### config.mk
export PLATFORM = sky130hd
export DESIGN_NAME = controle_cronometro
export DESIGN_NICKNAME = d
export VERILOG_FILES = /design/src/rtl/controle_cronometro.sv
export SDC_FILE = /design/constraint.sdc
export NUM_CORES = 1
export LEC_CHECK = 0
export CAP_MARGIN = 10
export CORE_AREA = 8 8 45 47
export CTS_BUF_LIST = sky130_fd_sc_hd__clkbuf_4
export DETAILED_ROUTE_END_ITERATION = 8
export DIE_AREA = 0 0 53 55
export PLACE_DENSITY = 0.71
export SETUP_SLACK_MARGIN = 0.3
export SLEW_MARGIN = 0
export SYNTH_ARGS = -nofsm -noshare
export SYNTH_HDL_FRONTEND = slang
export SYNTH_SLANG_ARGS = --single-unit
### constraint.sdc
create_clock -name clk_in -period 1.5 [get_ports clk_in]
set_input_delay 0.225 -clock clk_in [delete_from_list [all_inputs] [get_ports clk_in]]
set_output_delay 0.225 -clock clk_in [all_outputs]
set_load 0.005 [all_outputs]
### src/rtl/controle_cronometro.sv
`default_nettype none
// ============================================================================
//  Module   : controle_cronometro
//  Purpose  : Stopwatch sequencer between the 100 Hz divider output and the
//             BCD time-counter datapath. Conditions two raw push-buttons into
//             single-cycle press events, runs the PARADO/CONTANDO/VOLTA/PAUSADO
//             state machine, turns 100 Hz tick rises into one-cycle count
//             enables and issues counter clear and display freeze.
//  Ports    : clk_in          in   50 MHz system clock
//             rst             in   asynchronous reset, active low
//             btn_start_n     in   raw start/stop button, active low, async
//             btn_lap_n       in   raw lap/reset button, active low, async
//             tick_in         in   100 Hz square wave from the divider, async
//             count_en        out  one-cycle pulse: advance counters by 10 ms
//             count_clr       out  one-cycle pulse: clear counters to zero
//             display_freeze  out  level: display holds latched value (lap)
//             running         out  level: 1 in CONTANDO or VOLTA
//             state           out  FSM state code
//  Options  : define CTRL_DEBOUNCE_EN to insert a DEBOUNCE_CYCLES debounce
//             filter (DB_W-bit counter) on each button. Without it the
//             synchronised level is used directly and both parameters are
//             only range-checked.
//  Revision : 1.0 - initial release
// ============================================================================
module controle_cronometro #(
    parameter int DEBOUNCE_CYCLES = 1000000,
    parameter int DB_W            = 20
) (
    input  logic       clk_in,
    input  logic       rst,
    input  logic       btn_start_n,
    input  logic       btn_lap_n,
    input  logic       tick_in,
    output logic       count_en,
    output logic       count_clr,
    output logic       display_freeze,
    output logic       running,
    output logic [1:0] state
);

    typedef enum logic [1:0] {
        PARADO   = 2'b00,
        CONTANDO = 2'b01,
        PAUSADO  = 2'b10,
        VOLTA    = 2'b11
    } state_t;

    // Reject parameter sets where the debounce counter cannot reach its limit.
    if ((DB_W < 1) || (DB_W > 30) || (DEBOUNCE_CYCLES < 1) ||
        ((1 << DB_W) <= DEBOUNCE_CYCLES)) begin : g_bad_params
        $error("controle_cronometro: DB_W too small for DEBOUNCE_CYCLES");
    end

    // ------------------------------------------------------------------------
    // Start-up qualifier: r_v2 is high once the button synchronisers hold a
    // real sample rather than their reset value. A button is only armed after
    // it has genuinely been seen released, so a button held through reset
    // does not produce a press when reset is released.
    // ------------------------------------------------------------------------
    logic r_v1;
    logic r_v2;

    always_ff @(posedge clk_in or negedge rst) begin
        if (!rst) begin
            r_v1 <= 1'b0;
            r_v2 <= 1'b0;
        end else begin
            r_v1 <= 1'b1;
            r_v2 <= r_v1;
        end
    end

    // ------------------------------------------------------------------------
    // Button conditioning: bit 0 = start, bit 1 = lap.
    // ------------------------------------------------------------------------
    logic [1:0] w_btn_raw;
    logic [1:0] w_press;

    assign w_btn_raw = {btn_lap_n, btn_start_n};

    for (genvar gi = 0; gi < 2; gi++) begin : g_btn
        logic r_s1;
        logic r_s2;
        logic r_s3;     // history of the accepted level
        logic r_armed;
        logic w_level;  // accepted (conditioned) level, 1 = released

`ifdef CTRL_DEBOUNCE_EN
        localparam logic [DB_W-1:0] c_DB_LAST = DB_W'(DEBOUNCE_CYCLES - 1);

        logic [DB_W-1:0] r_cnt;
        logic            r_acc;

        // The count runs only while the synchronised level differs from the
        // accepted one; any return to the accepted level restarts it.
        always_ff @(posedge clk_in or negedge rst) begin
            if (!rst) begin
                r_cnt <= '0;
                r_acc <= 1'b1;
            end else if (r_s2 == r_acc) begin
                r_cnt <= '0;
            end else if (r_cnt == c_DB_LAST) begin
                r_cnt <= '0;
                r_acc <= r_s2;
            end else begin
                r_cnt <= r_cnt + 1'b1;
            end
        end

        assign w_level = r_acc;
`else
        assign w_level = r_s2;
`endif

        always_ff @(posedge clk_in or negedge rst) begin
            if (!rst) begin
                r_s1    <= 1'b1;
                r_s2    <= 1'b1;
                r_s3    <= 1'b1;
                r_armed <= 1'b0;
            end else begin
                r_s1    <= w_btn_raw[gi];
                r_s2    <= r_s1;
                r_s3    <= w_level;
                r_armed <= r_armed | (r_v2 & r_s2 & w_level);
            end
        end

        // Released -> pressed transition of the accepted level.
        assign w_press[gi] = r_armed & r_s3 & ~w_level;
    end

    logic w_start;
    logic w_lap;

    assign w_start = w_press[0];
    assign w_lap   = w_press[1];

    // ------------------------------------------------------------------------
    // Tick conditioning
    // ------------------------------------------------------------------------
    logic r_t1;
    logic r_t2;
    logic r_t3;
    logic w_tick_rise;

    always_ff @(posedge clk_in or negedge rst) begin
        if (!rst) begin
            r_t1 <= 1'b0;
            r_t2 <= 1'b0;
            r_t3 <= 1'b0;
        end else begin
            r_t1 <= tick_in;
            r_t2 <= r_t1;
            r_t3 <= r_t2;
        end
    end

    assign w_tick_rise = r_t2 & ~r_t3;

    // ------------------------------------------------------------------------
    // Sequencer. Start has priority over lap. count_en looks at the state
    // before this edge's update, so a tick coinciding with leaving a counting
    // state is still counted.
    // ------------------------------------------------------------------------
    state_t r_state;
    logic   r_count_en;
    logic   r_count_clr;
    logic   r_freeze;
    logic   r_running;

    always_ff @(posedge clk_in or negedge rst) begin
        if (!rst) begin
            r_state     <= PARADO;
            r_count_en  <= 1'b0;
            r_count_clr <= 1'b0;
            r_freeze    <= 1'b0;
            r_running   <= 1'b0;
        end else begin
            r_count_en  <= w_tick_rise & ((r_state == CONTANDO) | (r_state == VOLTA));
            r_count_clr <= 1'b0;
            case (r_state)
                PARADO: begin
                    if (w_start) begin
                        r_state   <= CONTANDO;
                        r_running <= 1'b1;
                    end else if (w_lap) begin
                        r_count_clr <= 1'b1;
                    end
                end
                CONTANDO: begin
                    if (w_start) begin
                        r_state   <= PAUSADO;
                        r_running <= 1'b0;
                    end else if (w_lap) begin
                        r_state  <= VOLTA;
                        r_freeze <= 1'b1;
                    end
                end
                VOLTA: begin
                    if (w_start) begin
                        r_state   <= PAUSADO;
                        r_freeze  <= 1'b0;
                        r_running <= 1'b0;
                    end else if (w_lap) begin
                        r_state  <= CONTANDO;
                        r_freeze <= 1'b0;
                    end
                end
                PAUSADO: begin
                    if (w_start) begin
                        r_state   <= CONTANDO;
                        r_running <= 1'b1;
                    end else if (w_lap) begin
                        r_state     <= PARADO;
                        r_count_clr <= 1'b1;
                    end
                end
                default: begin
                    r_state   <= PARADO;
                    r_freeze  <= 1'b0;
                    r_running <= 1'b0;
                end
            endcase
        end
    end

    assign count_en       = r_count_en;
    assign count_clr      = r_count_clr;
    assign display_freeze = r_freeze;
    assign running        = r_running;
    assign state          = r_state;

endmodule
`default_nettype wire

Word level (Yosys, flattened, before mapping) --
Cells that the tools add are included.
Word-level totals: logic and storage cells 71, register bits after elaboration 19, bits of input ports 5
Cells by class: bitwise logic cells 16, muxes and demuxes 19, reductions and logical operators 7, equality and inequality tests 11
Operator list (count):
- 2-bit 2-to-1 mux | 7
- 1-bit bitwise AND | 10
- 1-bit 2-to-1 mux | 9
- 3-bit inequality test, second input constant | 3
- 2-bit one-hot mux with 4 select lines | 1
- 4-bit AND reduction | 2
- 2-bit inequality test, second input constant | 3
- 2-bit equality test, second input constant | 2
- 2-bit by 1-bit inequality test with 1-bit output, second input constant | 2
- 1-bit one-hot mux with 2 select lines | 2
- 2-bit OR reduction | 2
- 1-bit inverter | 3
- 1-bit OR | 3
- 2-bit by 1-bit equality test with 1-bit output, second input constant | 1
- 2-bit zero test | 1
- 2-bit AND reduction | 1
- 2-bit nonzero test | 1

Depth between registers and ports, before layout --
Gate-level depths: netlist (run 1).
word-level depth 5, depth in mapped cells 3, depth with buffers taken out 3

Worst setup path before layout (run 1) --
Ideal clock, no wire load.
kind reg-to-reg, start reg g_btn[1].r_s2, end reg r_state[1] (netlist: state[1]), arrival 1103 ps, cell stages (with the launch flop) 4, setup slack 315 ps, buffers on the path 0, cell sequence dfstp_2 and3b_1 or3_1 o21ai_0
Between the ends: longest elaborated chain between the ends 4, elaborated cells between the ends (all ways) 6, those cells by class eq/ne (3); bitwise (2); reduce/logical (1)
Ends and longest elaborated chain:
- start: declaration | RTL line 83 | logic r_s2;
- start signal: assignment | RTL line 123 | r_s2 <= r_s1;
- 1-bit inverter (*) | RTL line 130 | assign w_press[gi] = r_armed & r_s3 & ~w_level;
- 1-bit bitwise AND (*) | RTL line 130
- 3-bit inequality test (no source line)
- 4-bit AND reduction (no source line) (*)
- end signal: assignment | RTL line 174 | r_state <= PARADO;
- end signal: assignment | RTL line 185 | r_state <= CONTANDO;
- end signal: assignment | RTL line 193 | r_state <= PAUSADO;
- end: declaration | RTL line 166 | state_t r_state;
Every way passes the cells marked *; elsewhere a longest branch is shown, timed or not. A chain may end at the register's enable or synchronous reset.

Final worst setup path (run 1) --
Ends and elaborated chain as after synthesis.

==> results of run 1 <==
-- cell type report --
type | instances | area, um2
fill | 118 | 586
sequential | 19 | 483
timing repair buffer | 16 | 143
multi-input combinational | 17 | 115
clock buffer | 4 | 30.0
tap | 16 | 20.0
inverter | 2 | 7.51
-- what timing repair did --
| item | CTS | global route |
|---|---|---|
| setup buffers | 5 | 0 |
| resized for setup | 7 | 2 |
| endpoints found under the setup margin | 7 | 4 |
-- critical path, delay by kind of cell, from the launching register on --
kind / cells / cell delay (ns)
flops: 1 / 0.54
simple gates: 2 / 0.56
compound gates: 1 / 0.09
-- state kept, by name (all words and copies together), names as in the netlist, 2 cells and up --
register       count
g_btn.r_armed      2
g_btn.r_s2         2
state              2
g_btn.r_s3         2
g_btn.r_s1         2
-- power groups by stage --
stage	Combinational [W]	Sequential (W)	Clock (W)
floorplan	0.0000758	0.000645	0
global placement	0.000226	0.000645	0
detailed placement	0.000231	0.000649	0
CTS	0.000282	0.000617	0.000271
global route	0.000303	0.000626	0.000294
finish	0.000273	0.000615	0.000264
-- kinds of logic after synthesis --
kind of cell	count (synthesis)
buf+inv	2
compound gates	8
xor+xnor	1
flops	19
other cells	1
simple gates	7
-- through the flow --
step,util [%],total power [W]
global placement,52.9,0.000871
global route,57.7,0.00122
detailed placement,52.9,0.000880
finish,57.7,0.00115
CTS,57.4,0.00117
floorplan,-,0.000721
-- how the worst max path moves through the flow --
stage,startpoint,depth (start not counted),end
2_1_floorplan,g_btn[1].r_s2,3,state[1]
5_1_grt,g_btn[1].r_s2,3,state[1]
3_3_place_gp,g_btn[1].r_s2,3,state[1]
3_5_place_dp,g_btn[1].r_s2,3,state[1]
6_report,g_btn[1].r_s2,3,state[1]
4_1_cts,state[0],1,state[0]
-- synth_stat cells, drive strengths merged --
library cell  number
dfrtp             13
dfstp              6
o21ai              3
a21o               2
and3b              2
inv                2
a21oi              1
a31oi              1
and3               1
conb               1
nand2              1
nand3b             1
nor3b              1
o2bb2ai            1
or3                1
xnor2              1
-- layer usage --
metal	GRT usage, %	wire (um)	vias to the layer above
met5	0	0	-
met4	5.17	11	0
met3	3.74	100	2
li1	-	-	166
met1	5.94	376	162
met2	11.1	394	13
==> results.md, run 1 <==
- CP cell instances: and3b_2 > or3_1 > o21ai_1
- Starting density of the core: 43.7%
- Commonest non-fill, non-tap cell in the layout: dfrtp_1
- Crit path DAT: 1.47 ns
- Final GP Congestion: 0.654
- Avg Inst Size Synth: 15.9 um2
- Comb power frac: 23.7%
- Final setup vio count: 0
- DIE AREA: 0.00292 mm2
- Mux cell area share after synthesis: 0%
- PortBufs: 10
- Slowest stage cell on the critical path: dfstp_2
- Clk_skew: 0.00633 ns
- Leak pwr: 0.372 nW
- Detail Placement HPWL: 600 um
- Status: finished, final reports clean
- R2R cell count: 3
- Max Buffers Root-to-Sink: 2
- Ys Warns: 0
- Main combinational cell family by area after synthesis: compound AO/OA/AOI/OAI gates
- Required time at the endpoint of the critical path: 1.72 ns
- Compound-Gate Fraction of Synth Area: 8.49%
- Unrepaired setup endpoints after global routing: yes
- Iteration-0 DRC Markers: 6
- Synth Register Bits: 19
- Synth Area in Simple Gates: 8.28%
- Clock root buffer: clkbuf_4
- Reg clk slew, reported paths: 0.10 ns
- Most frequent cells in the layout: dfrtp_1, dfstp_2, buf_4
- Hold Crit Class: in2async
- Worst VDD drop: 765 uV
- Ant diodes: 0
- Sequential share of power: 53.4%
- IO Pins: 11
- Area contributors post-synth: dfrtp_1, dfstp_2, and3b_1
- CP max stage delay: 0.54 ns
- Worst r2r src: g_btn[1].r_s2
- Post-Synthesis Cells: 38
- Place WS: 0.243 ns
- Pins Over Slew Limit: 0
- Final Worst Setup Slack: 0.246 ns
- Syn_nets: 43
- Period utilization: 83.6%
- Post-synth design cell area: 604 um2
- Number of CTS-inserted buffers: 3
- Total track usage: 6.69%
- Remaining DRCs: 0
- Synth unique cells: 17
- Core Box Area: 0.00138 mm2
- Clk sinks: 19
- CP max FO: 4
- Grt total ovfl: 0
- Non-Filler Instances: 74
- Yosys top cell by area: dfrtp_1
- Int Power: 0.000872 W
- Synth Area in Adders: 0%
- Sw Share: 24.4%
- Initial antenna violation count: 0
- Sequential area share after synthesis: 79.9%
- Max cap viols: 0
- Placed cells: 65
- TritonCTS clock tree: built
- Fin area: 798 um2
- Clk pwr share: 22.9%
- End of the worst register-to-register path: state[1]
- Setup_tns: 0 ns
- Tmin final: 1.25 ns
- Sw power: 0.000281 W
- Layout Nets: 64
- Crit path launch type: register
- Pin count of the biggest net entering global routing: 20
- Layout cells sized above 1: 32.8%
- Final WL: 883 um
- Global-route wire length before repair: 1380 um
- Worst setup EP type: register
- PwrDens: 1440 mW/mm2
- Vias in the first global route: 350
- DR vias: 343
- Fmax: 798 MHz
- Hold Fails Final Rpt: 0
- Yosys top cell area share: 53.8%
- H-tree levels: 1
- Vert. Die Dim: 55 um
- Dpl cell area: 732 um2
- Post-DRT Antenna Nets: 0
- Worst-Skew Late Latency: 0.29 ns
- Layout area overhead: 32.1%
- Critical Setup Path Class: reg2reg
- R2R Setup Slk: 0.25 ns
- Post-DR vias/cell: 4.64
- Post-detailed-route wirelength per cell: 11.9 um
- Pre-antenna DRT Iters: 4
- Fin Hold WS: 0.254 ns
- Die width: 53 um
- Core Rows: 14
- # hold bufs at CTS: 0
- Post-synthesis xor/xnor area fraction: 1.45%
Power figures use the tool's default switching activity.
==> inputs of run 2 (changes only) <==
Settings changed: CORE_AREA 8 8 45 47 to unset, CORE_MARGIN set to 8, CORE_UTILIZATION set to 46, DIE_AREA 0 0 53 55 to unset, PLACE_DENSITY 0.71 to 0.74.
Clock period 1.5 ns to 1 ns, I/O delays scaled along.
==> run 2 against run 1 <==
Net effect:
- the flow now finishes with violations (negative setup slack)
- non-clock buffer count up 9
- clock skew decreased by 0.0048 ns
- sequential cell count unchanged
- largest power group unchanged
- global-route usage up 2.3 points
- critical endpoint unchanged
- worst hold slack got worse by 0.069 ns
==> results.md, run 2 (synthesis gave the netlist of run 1 again) <==
- Status: finished with violations
- Failing checks: negative setup slack
- DR vias: 394
- Most frequent cells in the layout: dfrtp_1, buf_4, dfstp_2, buf_6, buf_2
- R2R cell count: 4
- Power consumption: 0.00193 W
- Required time at the endpoint of the critical path: 1.18 ns
- Routed met1 length: 445 um
- Worst setup EP type: register
- Max cap viols: 0
- FILL cells: 84
- Pre-antenna DRT Iters: 2
- Met3 wire len: 64 um
- Grt total ovfl: 0
- Vert. Die Dim: 52.2 um
- CP max stage delay: 0.55 ns
- Leak pwr: 0.417 nW
- Final WL: 1190 um
- End of the worst register-to-register path: state[1]
- Placed cells: 70
- Hold Crit Class: in2async
- TritonCTS clock tree: built
- Clk_skew: 0.00154 ns
- Worst-Skew Late Latency: 0.29 ns
- Ant diodes: 0
- Cell depth of the worst setup path: 4
- Detail Placement HPWL: 725 um
- Post-DR vias/cell: 4.80
- Global-route wire length before repair: 1830 um
- PortBufs: 10
- Final GP Congestion: 0.605
- Die width: 52.2 um
- Final setup vio count: 5
- Layout Nets: 73
- Clk pwr share: 19.0%
- Clock root buffer: clkbuf_4
- Wire length on met2: 683 um
- Hold Fails Final Rpt: 0
- Pins Over Slew Limit: 0
- Fmax: 790 MHz
- Fin Hold WS: 0.185 ns
- Post-DRT Antenna Nets: 0
- Vias in the first global route: 445
- CP delay by family, top: flip-flops
- PwrDens: 2130 mW/mm2
- Sw power: 0.000541 W
- Remaining DRCs: 0
- DR top layer: met3
- Crit path DAT: 1.45 ns
- Starting density of the core: 47.6%
- H-tree levels: 1
- CP max FO: 3
- Max Buffers Root-to-Sink: 2
- Commonest non-fill, non-tap cell in the layout: dfrtp_1
- Clk sinks: 19
- Core Box Area: 0.00127 mm2
- Core Rows: 13
- R2R Setup Slk: -0.27 ns
- Critical Setup Path Class: reg2reg
- Crit path launch type: register
- Initial antenna violation count: 0
- Tmin final: 1.27 ns
- Comb power frac: 32.7%
- Iteration-0 DRC Markers: 6
- Pin count of the biggest net entering global routing: 20
- Post-detailed-route wirelength per cell: 14.5 um
- Unrepaired setup endpoints after global routing: yes
- CP cell instances: and3b_2 > buf_4 > a21oi_1 > o21ai_1
- Critical path origin: g_btn[1].r_s2
- Reg clk slew, reported paths: 0.10 ns
- Non-Filler Instances: 82
- Worst r2r src: g_btn[1].r_s2
- Sequential share of power: 48.3%
- Period utilization: 127%
- Layout area overhead: 50.1%
- DIE AREA: 0.00273 mm2
- # hold bufs at CTS: 0
- Number of CTS-inserted buffers: 3
- Layout cells sized above 1: 59.7%
- Final Worst Setup Slack: -0.266 ns
- CP bufs+invs: 1
- Sw Share: 28.0%
- IO Pins: 11
- Int Power: 0.00139 W
- Total track usage: 8.96%
- Worst VDD drop: 1340 uV
- Slowest stage cell on the critical path: dfstp_2
[run 2: area by class of cell]
cell class	count	area [um2]	area share, %
Timing Repair Buffer	25	218	24.0
Tap cell	15	18.8	2.07
Clock buffer	3	22.5	2.48
Sequential cell	19	483	53.2
Inverter	2	10.0	1.10
Clock inverter	1	5.00	0.552
Multi-Input combinational cell	17	150	16.6
[run 2: power groups by stage]
stage	registers, W	logic [W]	clock network, W
4_1_cts	0.000932	0.000498	0.000382
5_1_grt	0.000950	0.000678	0.000427
2_1_floorplan	0.000972	0.000121	0
3_5_place_dp	0.000952	0.000453	0
6_report	0.000932	0.000631	0.000367
3_3_place_gp	0.000942	0.000439	0
[run 2: through the flow]
step	util [%]	area, um2	TNS (ns)	setup WS (ns)
4_1_cts	66.4	842	-0.738	-0.236
3_3_place_gp	62.5	793	-0.348	-0.181
5_1_grt	71.5	907	-1.21	-0.303
6_report	71.5	907	-0.956	-0.266
2_1_floorplan	-	609	-0.265	-0.185
3_5_place_dp	62.5	793	-0.445	-0.216
[run 2: worst max-delay path by stage]
stage	endpoint	slack, ns
6_report	state[1]	-0.27
5_1_grt	state[1]	-0.30
4_1_cts	state[1]	-0.24
3_5_place_dp	state[1]	-0.22
3_3_place_gp	state[1]	-0.18
2_1_floorplan	state[1]	-0.19
[run 2: worst register-to-register path, cell delays in order, from the launching register on]
cell and delay [ns]:
dfstp_2 0.55, and3b_2 0.22, buf_4 0.15, a21oi_1 0.17, o21ai_1 0.08
[run 2: metal layers]
layer	track usage [%]	up-vias
li1	-	186
met1	9.04	199
met2	15.6	9
met3	3.13	0
met4	5.17	0
met5	0	-
[run 2: timing repair]
action | 4_1_cts | 5_1_grt
setup endpoints to repair | 14 | 16
pin swaps | 4 | 4
setup buffers | 4 | 4
gates resized for setup | 30 | 7
==> inputs of run 3 (changes only) <==
Settings changed: GPL_ROUTABILITY_DRIVEN set to 0.
==> results of run 3 <==
No change in the layout: final DEF, timing and power equal those of run 2.
